## config.mk

```make
export PLATFORM = sky130hd
export DESIGN_NAME = rx_dfe_flat
export DESIGN_NICKNAME = d
export VERILOG_FILES = /design/src/rtl/rx_dfe_if.sv /design/src/rtl/rx_dfe.sv /design/src/flat_wrapper.sv
export SDC_FILE = /design/constraint.sdc
export NUM_CORES = 1
export LEC_CHECK = 0
export CELL_PAD_IN_SITES_DETAIL_PLACEMENT = 1
export CELL_PAD_IN_SITES_GLOBAL_PLACEMENT = 2
export CORE_MARGIN = 1.5
export CORE_UTILIZATION = 45
export CTS_CLUSTER_DIAMETER = 40
export DETAILED_ROUTE_END_ITERATION = 16
export PLACE_DENSITY = 0.95
export RECOVER_POWER = 25
export SYNTH_ARGS = -nofsm -noshare
export SYNTH_HDL_FRONTEND = slang
export SYNTH_SLANG_ARGS = --single-unit
```

## constraint.sdc

```tcl
create_clock -name clock -period 14.7 [get_ports clock]
set_input_delay 2.94 -clock clock [delete_from_list [all_inputs] [get_ports clock]]
set_output_delay 2.94 -clock clock [all_outputs]
set_load 0.02 [all_outputs]
```

## src/rtl/rx_dfe_if.sv

```systemverilog
// rx_dfe_if: sample, coefficient-write and result bundle of the 4-lane
// receive DFE / PAM5 slicer.
//
// Handshake: io_in_valid qualifies io_in_bits_0..3 on the same cycle and the
// sample is always accepted (there is no ready). io_out_valid is high for
// exactly the one cycle after an accepted sample. io_out_sym/err are held
// between valid results. io_coef_wr is a single-cycle strobe.
interface rx_dfe_if;
  logic              io_in_valid;
  logic signed [7:0] io_in_bits_0;
  logic signed [7:0] io_in_bits_1;
  logic signed [7:0] io_in_bits_2;
  logic signed [7:0] io_in_bits_3;
  logic              io_coef_wr;
  logic [1:0]        io_coef_lane;
  logic [2:0]        io_coef_idx;
  logic signed [7:0] io_coef_data;
  logic              io_adapt;
  logic              io_out_valid;
  logic signed [2:0] io_out_sym_0;
  logic signed [2:0] io_out_sym_1;
  logic signed [2:0] io_out_sym_2;
  logic signed [2:0] io_out_sym_3;
  logic signed [7:0] io_out_err_0;
  logic signed [7:0] io_out_err_1;
  logic signed [7:0] io_out_err_2;
  logic signed [7:0] io_out_err_3;

  // Upstream side: drives samples and coefficient writes, reads results.
  modport master (
    output io_in_valid, io_in_bits_0, io_in_bits_1, io_in_bits_2, io_in_bits_3,
    output io_coef_wr, io_coef_lane, io_coef_idx, io_coef_data, io_adapt,
    input  io_out_valid, io_out_sym_0, io_out_sym_1, io_out_sym_2, io_out_sym_3,
    input  io_out_err_0, io_out_err_1, io_out_err_2, io_out_err_3
  );

  // Equalizer side.
  modport slave (
    input  io_in_valid, io_in_bits_0, io_in_bits_1, io_in_bits_2, io_in_bits_3,
    input  io_coef_wr, io_coef_lane, io_coef_idx, io_coef_data, io_adapt,
    output io_out_valid, io_out_sym_0, io_out_sym_1, io_out_sym_2, io_out_sym_3,
    output io_out_err_0, io_out_err_1, io_out_err_2, io_out_err_3
  );
endinterface

```

## src/rtl/rx_dfe.sv

```systemverilog
// rx_dfe: 4-lane decision-feedback equalizer with PAM5 slicer.
// Each lane subtracts sum(c[k]*d[k+1]) from the incoming sample, slices the
// result to -2..+2 and reports the saturated slicer error one cycle later.
// Optional feature: define RX_DFE_LMS_EN to compile in sign-sign LMS
// adaptation of the feedback taps (gated by io_adapt).
module rx_dfe #(
  parameter int NTAPS = 4,  // feedback taps per lane, 1..8
  parameter int LEVEL = 32  // PAM5 level spacing in input LSBs
) (
  input  logic    clock,
  input  logic    reset,    // asynchronous, active-low
  rx_dfe_if.slave bus
);

  localparam int NL = 4;
  localparam logic signed [13:0] LVL    = 14'(LEVEL);
  localparam logic signed [13:0] TH_LO  = 14'(LEVEL / 2);
  localparam logic signed [13:0] TH_HI  = 14'((3 * LEVEL) / 2);

  // hist_q[l][k] holds d[k+1] (k = 0 is the most recent decision).
  logic signed [2:0] hist_q [NL][NTAPS];
  logic signed [2:0] hist_d [NL][NTAPS];
  logic signed [7:0] coef_q [NL][NTAPS];
  logic signed [7:0] coef_d [NL][NTAPS];
  logic signed [2:0] sym_q  [NL];
  logic signed [2:0] sym_d  [NL];
  logic signed [7:0] err_q  [NL];
  logic signed [7:0] err_d  [NL];
  logic              out_valid_q;
  logic              out_valid_d;

  logic signed [7:0]  x      [NL];
  logic signed [13:0] fb     [NL];
  logic signed [13:0] y      [NL];
  logic signed [13:0] e_full [NL];
  logic signed [2:0]  sym_c  [NL];
  logic signed [7:0]  err_c  [NL];

  assign x[0] = bus.io_in_bits_0;
  assign x[1] = bus.io_in_bits_1;
  assign x[2] = bus.io_in_bits_2;
  assign x[3] = bus.io_in_bits_3;

`ifdef RX_DFE_LMS_EN
  // One sign-sign step on a coefficient, held inside [-127, 127].
  function automatic logic signed [7:0] lms_step(input logic signed [7:0] c,
                                                 input logic dec);
    logic signed [8:0] t;
    t = 9'(c);
    t = dec ? (t - 9'sd1) : (t + 9'sd1);
    if (t > 9'sd127)
      t = 9'sd127;
    else if (t < -9'sd127)
      t = -9'sd127;
    return t[7:0];
  endfunction
`else
  // Adaptation is not built; the request input has no effect.
  logic unused_adapt;
  assign unused_adapt = bus.io_adapt;
`endif

  // Feedback sum, equalized sample, slicer decision and saturated error.
  always_comb begin
    for (int l = 0; l < NL; l++) begin
      fb[l] = '0;
      for (int k = 0; k < NTAPS; k++)
        fb[l] = fb[l] + 14'(coef_q[l][k]) * 14'(hist_q[l][k]);
      y[l] = 14'(x[l]) - fb[l];
      if (y[l] >= TH_HI)
        sym_c[l] = 3'sd2;
      else if (y[l] >= TH_LO)
        sym_c[l] = 3'sd1;
      else if (y[l] > -TH_LO)
        sym_c[l] = 3'sd0;
      else if (y[l] > -TH_HI)
        sym_c[l] = 3'b111;
      else
        sym_c[l] = 3'b110;
      e_full[l] = y[l] - 14'(sym_c[l]) * LVL;
      if (e_full[l] > 14'sd127)
        err_c[l] = 8'h7f;
      else if (e_full[l] < -14'sd128)
        err_c[l] = 8'h80;
      else
        err_c[l] = e_full[l][7:0];
    end
  end

  // Next state: history shift and output load on valid, coefficient
  // updates (LMS first, so a same-cycle write overrides it).
  always_comb begin
    hist_d      = hist_q;
    coef_d      = coef_q;
    sym_d       = sym_q;
    err_d       = err_q;
    out_valid_d = bus.io_in_valid;
    if (bus.io_in_valid) begin
      for (int l = 0; l < NL; l++) begin
        sym_d[l]     = sym_c[l];
        err_d[l]     = err_c[l];
        hist_d[l][0] = sym_c[l];
        for (int k = 1; k < NTAPS; k++)
          hist_d[l][k] = hist_q[l][k-1];
      end
    end
`ifdef RX_DFE_LMS_EN
    if (bus.io_in_valid && bus.io_adapt) begin
      for (int l = 0; l < NL; l++) begin
        for (int k = 0; k < NTAPS; k++) begin
          if ((err_c[l] != 8'sd0) && (hist_q[l][k] != 3'sd0))
            coef_d[l][k] = lms_step(coef_q[l][k], err_c[l][7] ^ hist_q[l][k][2]);
        end
      end
    end
`endif
    // Tap indices at or above NTAPS never match and are dropped.
    if (bus.io_coef_wr) begin
      for (int l = 0; l < NL; l++) begin
        for (int k = 0; k < NTAPS; k++) begin
          if ((bus.io_coef_lane == 2'(l)) && (bus.io_coef_idx == 3'(k)))
            coef_d[l][k] = bus.io_coef_data;
        end
      end
    end
  end

  // State registers; reset clears history, taps and outputs at once.
  always_ff @(posedge clock or negedge reset) begin
    if (!reset) begin
      for (int l = 0; l < NL; l++) begin
        for (int k = 0; k < NTAPS; k++) begin
          hist_q[l][k] <= '0;
          coef_q[l][k] <= '0;
        end
        sym_q[l] <= '0;
        err_q[l] <= '0;
      end
      out_valid_q <= 1'b0;
    end else begin
      hist_q      <= hist_d;
      coef_q      <= coef_d;
      sym_q       <= sym_d;
      err_q       <= err_d;
      out_valid_q <= out_valid_d;
    end
  end

  assign bus.io_out_valid = out_valid_q;
  assign bus.io_out_sym_0 = sym_q[0];
  assign bus.io_out_sym_1 = sym_q[1];
  assign bus.io_out_sym_2 = sym_q[2];
  assign bus.io_out_sym_3 = sym_q[3];
  assign bus.io_out_err_0 = err_q[0];
  assign bus.io_out_err_1 = err_q[1];
  assign bus.io_out_err_2 = err_q[2];
  assign bus.io_out_err_3 = err_q[3];

endmodule

```

## src/flat_wrapper.sv

```systemverilog
// flat-port wrapper written by rule: the top's interface ports become plain ports
module rx_dfe_flat 
#(
  parameter int NTAPS = 4,                                 
  parameter int LEVEL = 32                                     
)
  (clock, reset, bus_io_in_valid, bus_io_in_bits_0, bus_io_in_bits_1, bus_io_in_bits_2, bus_io_in_bits_3, bus_io_coef_wr, bus_io_coef_lane, bus_io_coef_idx, bus_io_coef_data, bus_io_adapt, bus_io_out_valid, bus_io_out_sym_0, bus_io_out_sym_1, bus_io_out_sym_2, bus_io_out_sym_3, bus_io_out_err_0, bus_io_out_err_1, bus_io_out_err_2, bus_io_out_err_3);
  rx_dfe_if bus_i ();
  input  logic clock;
  input  logic reset;
  input wire logic [$bits(bus_i.io_in_valid)-1:0] bus_io_in_valid;
  input wire logic [$bits(bus_i.io_in_bits_0)-1:0] bus_io_in_bits_0;
  input wire logic [$bits(bus_i.io_in_bits_1)-1:0] bus_io_in_bits_1;
  input wire logic [$bits(bus_i.io_in_bits_2)-1:0] bus_io_in_bits_2;
  input wire logic [$bits(bus_i.io_in_bits_3)-1:0] bus_io_in_bits_3;
  input wire logic [$bits(bus_i.io_coef_wr)-1:0] bus_io_coef_wr;
  input wire logic [$bits(bus_i.io_coef_lane)-1:0] bus_io_coef_lane;
  input wire logic [$bits(bus_i.io_coef_idx)-1:0] bus_io_coef_idx;
  input wire logic [$bits(bus_i.io_coef_data)-1:0] bus_io_coef_data;
  input wire logic [$bits(bus_i.io_adapt)-1:0] bus_io_adapt;
  output wire logic [$bits(bus_i.io_out_valid)-1:0] bus_io_out_valid;
  output wire logic [$bits(bus_i.io_out_sym_0)-1:0] bus_io_out_sym_0;
  output wire logic [$bits(bus_i.io_out_sym_1)-1:0] bus_io_out_sym_1;
  output wire logic [$bits(bus_i.io_out_sym_2)-1:0] bus_io_out_sym_2;
  output wire logic [$bits(bus_i.io_out_sym_3)-1:0] bus_io_out_sym_3;
  output wire logic [$bits(bus_i.io_out_err_0)-1:0] bus_io_out_err_0;
  output wire logic [$bits(bus_i.io_out_err_1)-1:0] bus_io_out_err_1;
  output wire logic [$bits(bus_i.io_out_err_2)-1:0] bus_io_out_err_2;
  output wire logic [$bits(bus_i.io_out_err_3)-1:0] bus_io_out_err_3;
  assign bus_i.io_in_valid = bus_io_in_valid;
  assign bus_i.io_in_bits_0 = bus_io_in_bits_0;
  assign bus_i.io_in_bits_1 = bus_io_in_bits_1;
  assign bus_i.io_in_bits_2 = bus_io_in_bits_2;
  assign bus_i.io_in_bits_3 = bus_io_in_bits_3;
  assign bus_i.io_coef_wr = bus_io_coef_wr;
  assign bus_i.io_coef_lane = bus_io_coef_lane;
  assign bus_i.io_coef_idx = bus_io_coef_idx;
  assign bus_i.io_coef_data = bus_io_coef_data;
  assign bus_i.io_adapt = bus_io_adapt;
  assign bus_io_out_valid = bus_i.io_out_valid;
  assign bus_io_out_sym_0 = bus_i.io_out_sym_0;
  assign bus_io_out_sym_1 = bus_i.io_out_sym_1;
  assign bus_io_out_sym_2 = bus_i.io_out_sym_2;
  assign bus_io_out_sym_3 = bus_i.io_out_sym_3;
  assign bus_io_out_err_0 = bus_i.io_out_err_0;
  assign bus_io_out_err_1 = bus_i.io_out_err_1;
  assign bus_io_out_err_2 = bus_i.io_out_err_2;
  assign bus_io_out_err_3 = bus_i.io_out_err_3;
  rx_dfe #(.NTAPS(NTAPS), .LEVEL(LEVEL)) u_core (.clock(clock), .reset(reset), .bus(bus_i));
endmodule
```

==> impl_results.md, run 1 <==
* Top-level port count at 95
* Type of the most critical hold path: reg2reg
* Count of distinct cell types in the synthesized netlist at 77
* Cell count after synthesis at 2845
* Synth Area in XOR/XNOR at just over 6%
* Global router's overall resource usage at 24.7%
* Crit path top cell by count: fa_1
* Register area share after synthesis at 19.0%
* First-pass GRT wire length at 125000 µm
* Fin crit share at 73.8%
* Largest stage delay, worst path at 0.99 ns
* Endpoints failing hold at 0
* Num Clock Sinks at 209
* Req. time, crit path at 14.94 ns
* Detailed Place HPWL at roughly 60000 µm
* Simple-gate area share of the yosys netlist at between 10 and 15%
* Commonest cells after routing, fill and taps aside: inv_1 (427), ha_1 (348), fa_1 (292), dfrtp_1 (209), nand2_1 (167)
* # resized after CTS at 0
* Final critical delay including setup and external delays at around 11 ns
* First drt pass iteration count at 5
* Post-Synth Adder-Cell Area at 37.1%
* Placement row count at 90
* Syn_nets at 3535
* Via count of the first global-routing pass at 23.9k
* Non-filler cells in the finished layout at 3763
* GP Congestion at 0.873
* Cell type of the slowest stage on the worst timing path: o31ai_1
* Antenna-violating nets left at 0
* Category of cells accounting for the largest share of critical-path delay: adder cells
* Endpoint class of the critical path: register
* Total Wirelength at 75100 µm
* Total area of multi-input combinational cells at 0.0203 mm²
* Number of setup violations in the final report at 0
* Area inside the core boundary at 0.0604 mm²
* Clock tree from TritonCTS: done
* Highest fanout seen on the critical path at 9
* Synthesis warning total at 0
* Post-DR vias/cell at 5.51
* Initial antenna violation count at 1
* FF+latch area at roughly 0.0052 mm²
* Die H at 250 µm
* Startpoint type of the worst setup path: register
* Multiplexer share of the synthesized area at 7.00%
* Placed inst area at 0.0292 mm²
* Area growth, synth to finish at 12.3%
* Commonest non-fill, non-tap cell in the layout: inv_1
* Maximum buffer depth of the clock tree at 3
* Total via count after detailed routing at about 21k
* Cell at the root of the clock tree: clkbuf_16
* Starting Density at 45.5%
* Slew Limit Fails at 212
* Buf/Inv on CP at 3
* Clock Latency Late Sink at 0.59 ns
* Transition time of the tightest slew-check pin at around 5.1 ns
* Relative slew slack at -243%
* Cell area after layout at 0.0309 mm²
* Compound-cell area share of the yosys netlist at 11.1%
* Per-cell routed wire length at 19.9 µm
* Antenna diodes at 0
* Number of nets in the layout at approximately 3.6k
* Width of the chip at 250 µm
* Number of hold buffers added after CTS at 0
* Post-synth ARST share at 100%
* Number of H-tree branching levels at 2
* Critical setup path kind: reg2reg
* Maximum frequency from static timing analysis at 0.0922 GHz
* Count of buffers added by post-CTS timing repair for setup at 0
* Violations in the final reports: max-capacitance violations, max-slew violations
* CTS Buf Count at 48
* Count of max-cap constraint violations at 3
* Result of the run: finished, violations left
* Clock-pin slew reported for the worst setup and hold paths after clock tree synthesis at 0.06 ns
* Synth Cell Area at 0.0275 mm²
* Number of DRC violations after detailed-routing iteration 0 at 856
* Post-Route Setup TNS at 0 ns
* Number of flip-flops and latches in the synthesized netlist at about 210
* Buffers added on ports at 93
* Total global routing overflow at 0
* Die Outline Area at 0.0625 mm²
* Residual DRC at 0
* Post-synthesis area per instance at 9.66 µm²
* RSZ-0062 raised after global routing: no
* Synth Flop Type: dfrtp_1
* Largest net degree at the start of global routing at 87
* Worst EP arrival at around 11 ns
* Count of flip-flops with a built-in enable after synthesis at 0
* Filler instances at 6741
* Dpl cells at 3675
* Post-route worst hold slack at slightly below 0.5 ns
* Fraction of final layout cells sized beyond drive strength 1 at 9.53%
* Fin Clk Skew at 0.0278 ns
* Dominant combinational cell family by area after synthesis: adder cells
layout make-up:
cell class              instances  share of cell area [%]
multi-input cells            2140                    65.9
flip-flops and latches        209                    16.9
inverters                     439                    5.34
clock buffers                  51                    4.03
repair buffers                105                    3.26
well taps                     782                    3.17
clock inverters                37                    1.35
final timing paths:
kind | start | to | slack (ns) | cells past startpoint
max | u_core.hist_q[17] | u_core.bus.io_out_err_2[1] | 3.85 | 34
min | u_core.bus.io_out_err_3[6] | u_core.bus.io_out_err_3[6] | 0.49 | 1
max reg2reg | u_core.hist_q[17] | u_core.bus.io_out_err_2[1] | 3.85 | 34
min reg2reg | u_core.bus.io_out_err_3[6] | u_core.bus.io_out_err_3[6] | 0.49 | 1
max in group asynchronous | reset | u_core.coef_q[75] | 5.39 | 2
min in group asynchronous | reset | u_core.coef_q[69] | 4.22 | 1
state kept, by name, summed over array words and instances, names as in the netlist:
register,flops
u_core.coef_q,128
u_core.hist_q,45
u_core.bus.io_out_err_0,8
u_core.bus.io_out_err_1,8
u_core.bus.io_out_err_2,8
u_core.bus.io_out_err_3,8
u_core.bus.io_out_sym_0,3
u_core.bus.io_out_valid,1
synth_stat cells, types with 19 or more instances:
cell type	n	share of area [%]
nor3_1	26	0.47
xnor2_1	140	4.5
a21o_1	56	1.5
clkbuf_1	42	0.57
mux2_2	162	6.6
nand3_1	20	0.36
o21bai_1	65	1.8
nor2_1	156	2.1
xor2_1	50	1.6
nand4_1	19	0.43
nand2b_1	56	1.3
fa_1	292	21
and2_1	165	3.8
nand2_1	167	2.3
o21ai_0	63	1.1
dfrtp_1	209	19
a21oi_1	144	2.6
ha_1	348	16
inv_1	427	5.8
metrics by stage:
stage	worst slack (ns)	util [%]
detailed placement	4.21	48.4
global route	3.30	51.1
global placement	4.77	48.4
finish	3.85	51.1
CTS	3.96	51.2
floorplan	5.90	-
cells by family (layout without fill, tap and decap cells):
group / count (synthesis) / after routing
XOR/XNOR: 190 / 190
multiplexers: 172 / 172
adder cells (fa/ha/maj): 640 / 640
AND/OR/NAND/NOR: 682 / 682
flip-flops: 209 / 209
buffers and inverters: 496 / 632
AO/OA/AOI/OAI: 456 / 456
per-layer routing:
layer  vias to the layer above  track usage, %  wire, µm
met1                     10706            30.3     32100
li1                       9631               -         -
met4                         2            7.39      2080
met3                       128            3.02      1960
met2                       280            45.2     39000
met5                         -               0         9
worst reg2reg max path: cells and delay by family (launching register included):
kind,cells,cell delay (ns)
simple gates,9,2.19
mux,1,0.26
flops,1,0.42
fa+ha+maj,9,3.72
buf+inv,3,0.37
xor+xnor,2,0.51
compound gates,10,3.03
Power of run 1 is left out: the tool's default activity adds up to more than one toggle a clock period on the data nets, which glitch-free logic cannot reach.
==> inputs of run 2 (changes only) <==
CORE_UTILIZATION = 42   (was 45)
clock period = 10.13 ns   (was 14.7 ns; I/O delays follow)
==> run 2 against run 1 <==
  * The flow still finishes with violations (max-capacitance violations, max-slew violations)
  * Global-route usage down 2.1 points
  * Via count down 0.66%
  * Setup slack worse by 3.4 ns
  * Final cell count up 2.2%
  * Maximum frequency up 12%
  * Critical path depth unchanged
  * Utilization down 2.9 points
  * First-iteration DRC count up 1.5%
  * Sequential share of layout area down 0.15 points
  * Highest routed layer is now met4
==> impl_results.md, run 2 (same netlist as run 1, synthesis figures left out) <==
* Die Outline Area at 0.0670 mm² (+7.1%)
* Top-level port count at 95 (unchanged)
* Category of cells accounting for the largest share of critical-path delay: adder cells
* Number of hold buffers added after CTS at 0 (unchanged)
* Total global routing overflow at 0 (unchanged)
* Non-filler cells in the finished layout at 3844 (+2.2%)
* Clock tree from TritonCTS: done
* Registers with the most flip-flops: u_core.coef_q x128, u_core.hist_q x45
* Number of flip-flops in the largest register at 128 (unchanged)
* Total Wirelength at 74000 µm (-1.5%)
* Endpoints failing hold at 0 (unchanged)
* Slew Limit Fails at 147 (-31%)
* Startpoint of the lowest-slack hold path: u_core.bus.io_out_err_0[5]
* Number of nets in the layout at 3641 (+0.22%)
* Critical setup path kind: reg2reg
* First drt pass iteration count at 4 (-1)
* Buffers added on ports at 93 (unchanged)
* Transition time of the tightest slew-check pin at 5.30 ns (+0.155 ns)
* Per-cell routed wire length at 19.2 µm (-3.6%)
* Dpl cells at 3751 (+2.1%)
* Relative slew slack at -253% (-10 points)
* Area inside the core boundary at 0.0646 mm² (+7.0%)
* Starting Density at 42.5% (-3.0 points)
* Post-DR vias/cell at 5.36 (-2.7%)
* Commonest non-fill, non-tap cell in the layout: inv_1
* Number of DRC violations after detailed-routing iteration 0 at 869 (+1.5%)
* Cell at the root of the clock tree: clkbuf_16
* Number of H-tree branching levels at 2 (unchanged)
* Buf/Inv on CP at 3 (unchanged)
* Largest net degree at the start of global routing at 91 (+4.6%)
* Fin crit share at 95.2% (+21 points)
* Die H at 259 µm (+3.5%)
* Num Clock Sinks at 209 (unchanged)
* Initial antenna violation count at 2 (+1)
* Clock-pin slew reported for the worst setup and hold paths after clock tree synthesis at 0.05 ns (about the same)
* Placement row count at 93 (+3.3%)
* Total via count after detailed routing at 20.6k (-0.66%)
* Residual DRC at 0 (unchanged)
* Startpoint type of the worst setup path: register
* Maximum frequency from static timing analysis at 0.104 GHz (+12%)
* Violations in the final reports: max-capacitance violations, max-slew violations
* Via count of the first global-routing pass at 23.2k (-2.7%)
* Crit path top cell by count: fa_1
* Largest stage delay, worst path at 0.56 ns (-0.43 ns)
* Fin Clk Skew at 0.0302 ns (+0.00248 ns)
* Detailed Place HPWL at 58200 µm (-0.14%)
* Beginning of the critical path: u_core.hist_q[29]
* Endpoint class of the critical path: register
* Type of the most critical hold path: reg2reg
* Result of the run: finished, violations left
* Area growth, synth to finish at 13.3%
* Register bank with the most flops: u_core.coef_q
* Cell type of the slowest stage on the worst timing path: fa_1
* Highest fanout seen on the critical path at 8 (-1)
* Worst EP arrival at 10.11 ns (-0.98 ns)
* Setup slack of the critical path after layout at 0.482 ns (-3.37 ns)
* Maximum buffer depth of the clock tree at 3 (unchanged)
* Launch instance of the worst register-to-register path: u_core.hist_q[29]
* Count of max-cap constraint violations at 2 (-1)
* Width of the chip at 259 µm (+3.5%)
* GP Congestion at 0.892 (+2.2%)
* Final cell utilization of the core at 48.2% (-2.9 points)
* Fraction of final layout cells sized beyond drive strength 1 at 10.3% (+0.79 points)
* Clock Latency Late Sink at 0.59 ns (about the same)
* Antenna-violating nets left at 0 (unchanged)
* Place WS at 0.259 ns (-3.95 ns)
* First-pass GRT wire length at 121000 µm (-2.8%)
* Req. time, crit path at 10.59 ns (-4.35 ns)
* Global router's overall resource usage at 22.6% (-2.1 points)
* CTS Buf Count at 44 (-8.3%)
* Number of setup violations in the final report at 0 (unchanged)
* Commonest cells after routing, fill and taps aside: inv_1 (427), ha_1 (348), fa_1 (292), dfrtp_1 (209), nand2_1 (167)
* Final critical delay including setup and external delays at 9.65 ns (-1.20 ns)
run 2: cell count changes in the layout (fill, tap and decap cells not counted), sizes merged:
cell,previous run,this run
clkinvlp,11,8
diode,0,3
inv,441,438
clkinv,19,15
buf,11,24
clkbuf,54,53
bufinv,5,8
run 2: routing by layer:
layer  wire, µm  GRT usage [%]  vias to the layer above
met4       1970           7.26                        0
met1      31700           27.7                    10525
met5          0              0                        -
met3       2190           2.87                      119
li1           -              -                     9654
met2      38200           41.1                      313
run 2: area by class of cell:
cell class                 count  area [µm²]
fill                        7210       33400
multi-input combinational   2140       20400
sequential                   209        5230
inverter                     439        1670
clock buffer                  51        1190
timing repair buffer         117        1100
tap                          855        1070
clock inverter                30         438
antenna                        3        7.51
run 2: worst register-to-register path, delay by kind of cell (launching register included):
kind,cells,cell delay [ns]
XOR/XNOR,2,0.58
adder cells (fa/ha/maj),9,3.67
AND/OR/NAND/NOR,8,2.11
AO/OA/AOI/OAI,12,2.49
buffers and inverters,3,0.27
flip-flops,1,0.42
run 2: worst paths after layout:
check	endpoint	slack, ns	depth (start not counted)
min	u_core.bus.io_out_err_0[5]	0.49	1
max	u_core.bus.io_out_err_1[1]	0.48	34
min reg2reg	u_core.bus.io_out_err_0[5]	0.49	1
max reg2reg	u_core.bus.io_out_err_1[1]	0.48	34
max in group asynchronous	u_core.coef_q[111]	2.11	2
min in group asynchronous	u_core.bus.io_out_err_1[7]	3.41	1
run 2: timing repair:
item / 4_1_cts / 5_1_grt
setup endpoints to repair: 0 / 29
buffers inserted: 0 / 9
gates resized for setup: 0 / 21
hold endpoints to repair: 0 / 0
run 2: through the flow:
step                      TNS [ns]  hold WS, ns  cell area, µm²
after floorplan                  0        0.480           27500
after global placement           0        0.466           29300
after detailed placement         0        0.475           29300
after CTS                        0        0.486           31000
after global routing        -0.155        0.508           31100
final                            0        0.486           31100
Power of run 2 is left out for the same reason.
==> inputs of run 3 (changes only) <==
REMOVE_ABC_BUFFERS = 1   (was unset)
==> run 3 against run 2 <==
  * Maximum frequency grew 1.0%
  * Count of clock-buffer cells in the layout shrank 2
  * Critical path type unchanged
  * Final cell count shrank 0.26%
  * Design area shrank 0.54%
  * Critical path depth is the same
  * The flow still finishes with violations (max-capacitance violations, max-slew violations)
==> impl_results.md, run 3 (same netlist as run 1, synthesis figures left out) <==
* Via count of the first global-routing pass at 23.4k (+0.70%)
* Total Wirelength at 71700 µm (-3.0%)
* Maximum buffer depth of the clock tree at 3 (unchanged)
* Final critical delay including setup and external delays at 9.55 ns (-0.0991 ns)
* Commonest non-fill, non-tap cell in the layout: inv_1
* Total via count after detailed routing at 20.5k (-0.35%)
* Placement row count at 93 (unchanged)
* Antenna-violating nets left at 0 (unchanged)
* Residual DRC at 0 (unchanged)
* Met3 GRT Util at 2.72% (-0.15 points)
* Starting Density at 42.5% (unchanged)
* Grt met1 use at 27.1% (-0.60 points)
* Cells on Worst Hold Path at 1 (unchanged)
* Endpoints failing hold at 0 (unchanged)
* Hold Path Sink: u_core.bus.io_out_err_3[1]
* Worst EP arrival at 10.01 ns (-0.10 ns)
* Area inside the core boundary at 0.0646 mm² (unchanged)
* First drt pass iteration count at 5 (+1)
* Category of cells accounting for the largest share of critical-path delay: adder cells
* Transition time of the tightest slew-check pin at 4.66 ns (-0.636 ns)
* Buf/Inv on CP at 2 (-1)
* Total global routing overflow at 0 (unchanged)
* Dpl cells at 3751 (unchanged)
* GP Congestion at 0.863 (-3.2%)
* Number of setup violations in the final report at 0 (unchanged)
* Clock Latency Late Sink at 0.58 ns (about the same)
* Launch instance of the worst register-to-register path: u_core.hist_q[32]
* Relative slew slack at -211% (+42 points)
* Registers with the most flip-flops: u_core.coef_q x128, u_core.hist_q x45
* Top-level port count at 95 (unchanged)
* Width of the chip at 259 µm (unchanged)
* Register bank with the most flops: u_core.coef_q
* Area growth, synth to finish at 12.7%
* Number of nets in the layout at 3637 (-0.11%)
* Largest stage delay, worst path at 0.63 ns (+0.07 ns)
* Num Clock Sinks at 209 (unchanged)
* Fin crit share at 94.3% (-0.98 points)
* Global routing's busiest layer: met2
* Per-cell routed wire length at 18.7 µm (-2.8%)
* Number of DRC violations after detailed-routing iteration 0 at 807 (-7.1%)
* Met2 Track Usage GR at 40.7% (-0.36 points)
* Fin Clk Skew at 0.0261 ns (-0.00417 ns)
* Global router's overall resource usage at 22.2% (-0.42 points)
* Largest net degree at the start of global routing at 79 (-13%)
* Register-to-Register Path Depth at 34 (unchanged)
* CTS Buf Count at 42 (-4.5%)
* Non-filler cells in the finished layout at 3834 (-0.26%)
* Cell at the root of the clock tree: clkbuf_16
* Buffers added on ports at 93 (unchanged)
* Highest fanout seen on the critical path at 9 (+1)
* Violations in the final reports: max-capacitance violations, max-slew violations
* Number of hold buffers added after CTS at 0 (unchanged)
* Clock-pin slew reported for the worst setup and hold paths after clock tree synthesis at 0.05 ns (about the same)
* Number of flip-flops in the largest register at 128 (unchanged)
* First-pass GRT wire length at 120000 µm (-0.92%)
* RR Endpoint: u_core.bus.io_out_err_1[6]
* Fraction of final layout cells sized beyond drive strength 1 at 10.2% (-0.11 points)
* Count of max-cap constraint violations at 2 (unchanged)
* Startpoint of the lowest-slack hold path: u_core.bus.io_out_err_3[1]
* Maximum frequency from static timing analysis at 0.105 GHz (+1.0%)
* Die H at 259 µm (unchanged)
* Type of the most critical hold path: reg2reg
* Startpoint type of the worst setup path: register
* Endpoint class of the critical path: register
* Cell type of the slowest stage on the worst timing path: fa_1
* Result of the run: finished, violations left
* Commonest cells after routing, fill and taps aside: inv_1 (427), ha_1 (348), fa_1 (292), dfrtp_1 (209), nand2_1 (167)
* Post-DR vias/cell at 5.36 (about the same)
* Detailed Place HPWL at 56400 µm (-3.1%)
* Req. time, crit path at 10.59 ns (about the same)
* Slew Limit Fails at 147 (unchanged)
* Post-Route Setup TNS at 0 ns (unchanged)
* Die Outline Area at 0.0670 mm² (unchanged)
* Initial antenna violation count at 3 (+1)
* Critical setup path kind: reg2reg
* Antenna diodes at 0 (-3)
* Filler instances at 7236 (+0.36%)
* Number of H-tree branching levels at 2 (unchanged)
* Slack of the worst reg-to-reg path at 0.58 ns (+0.10 ns)
* Clock tree from TritonCTS: done
[run 3: cell types whose count changed in the layout (fill, tap and decap cells not counted), moves of 3 or more]
cell and delta:
clkbuf_16 -3, clkinv_2 -3, clkinv_4 +4, diode_2 -3
[run 3: worst max path at each step]
stage                           start                          to  slack [ns]  cells after the start
global placement    u_core.hist_q[29]  u_core.bus.io_out_err_1[6]        0.59                     34
global route        u_core.hist_q[20]  u_core.bus.io_out_err_2[6]       -0.06                     35
CTS                 u_core.hist_q[20]  u_core.bus.io_out_err_2[6]        0.22                     35
detailed placement  u_core.hist_q[20]  u_core.bus.io_out_err_2[5]        0.29                     35
floorplan           u_core.hist_q[17]  u_core.bus.io_out_err_2[0]        1.39                     34
finish              u_core.hist_q[32]  u_core.bus.io_out_err_1[6]        0.58                     34
[run 3: per-stage QoR]
step                utilization [%]  hold WS, ns  setup slack (ns)  instance area, µm²
floorplan                         -        0.475              1.39               27200
global placement               45.4        0.468             0.594               29300
detailed placement             45.4        0.481             0.286               29300
CTS                            47.7        0.492             0.225               30800
global route                   47.9        0.512           -0.0594               31000
finish                         47.9        0.490             0.581               31000
[run 3: layer usage]
layer / vias to the layer above / wire (µm) / share of wire, %
met4: 6 / 1920 / 2.7
li1: 9627 / - / -
met5: - / 41 / 0.057
met2: 282 / 37000 / 52
met1: 10501 / 30500 / 43
met3: 122 / 2170 / 3.0
[run 3: final cells by class]
| cell class | count | area [µm²] | share of cell area (%) |
|---|---|---|---|
| multi-input combinational | 2140 | 20400 | 66.0 |
| sequential | 209 | 5230 | 16.9 |
| inverter | 439 | 1670 | 5.39 |
| clock buffer | 49 | 1110 | 3.58 |
| timing repair buffer | 115 | 1080 | 3.50 |
| tap | 855 | 1070 | 3.45 |
| clock inverter | 27 | 364 | 1.18 |
[run 3: timing repair]
item,in CTS,in global routing
endpoints found under the setup margin,0,30
setup buffers,0,7
resized for setup,0,26
Power of run 3 is left out for the same reason.
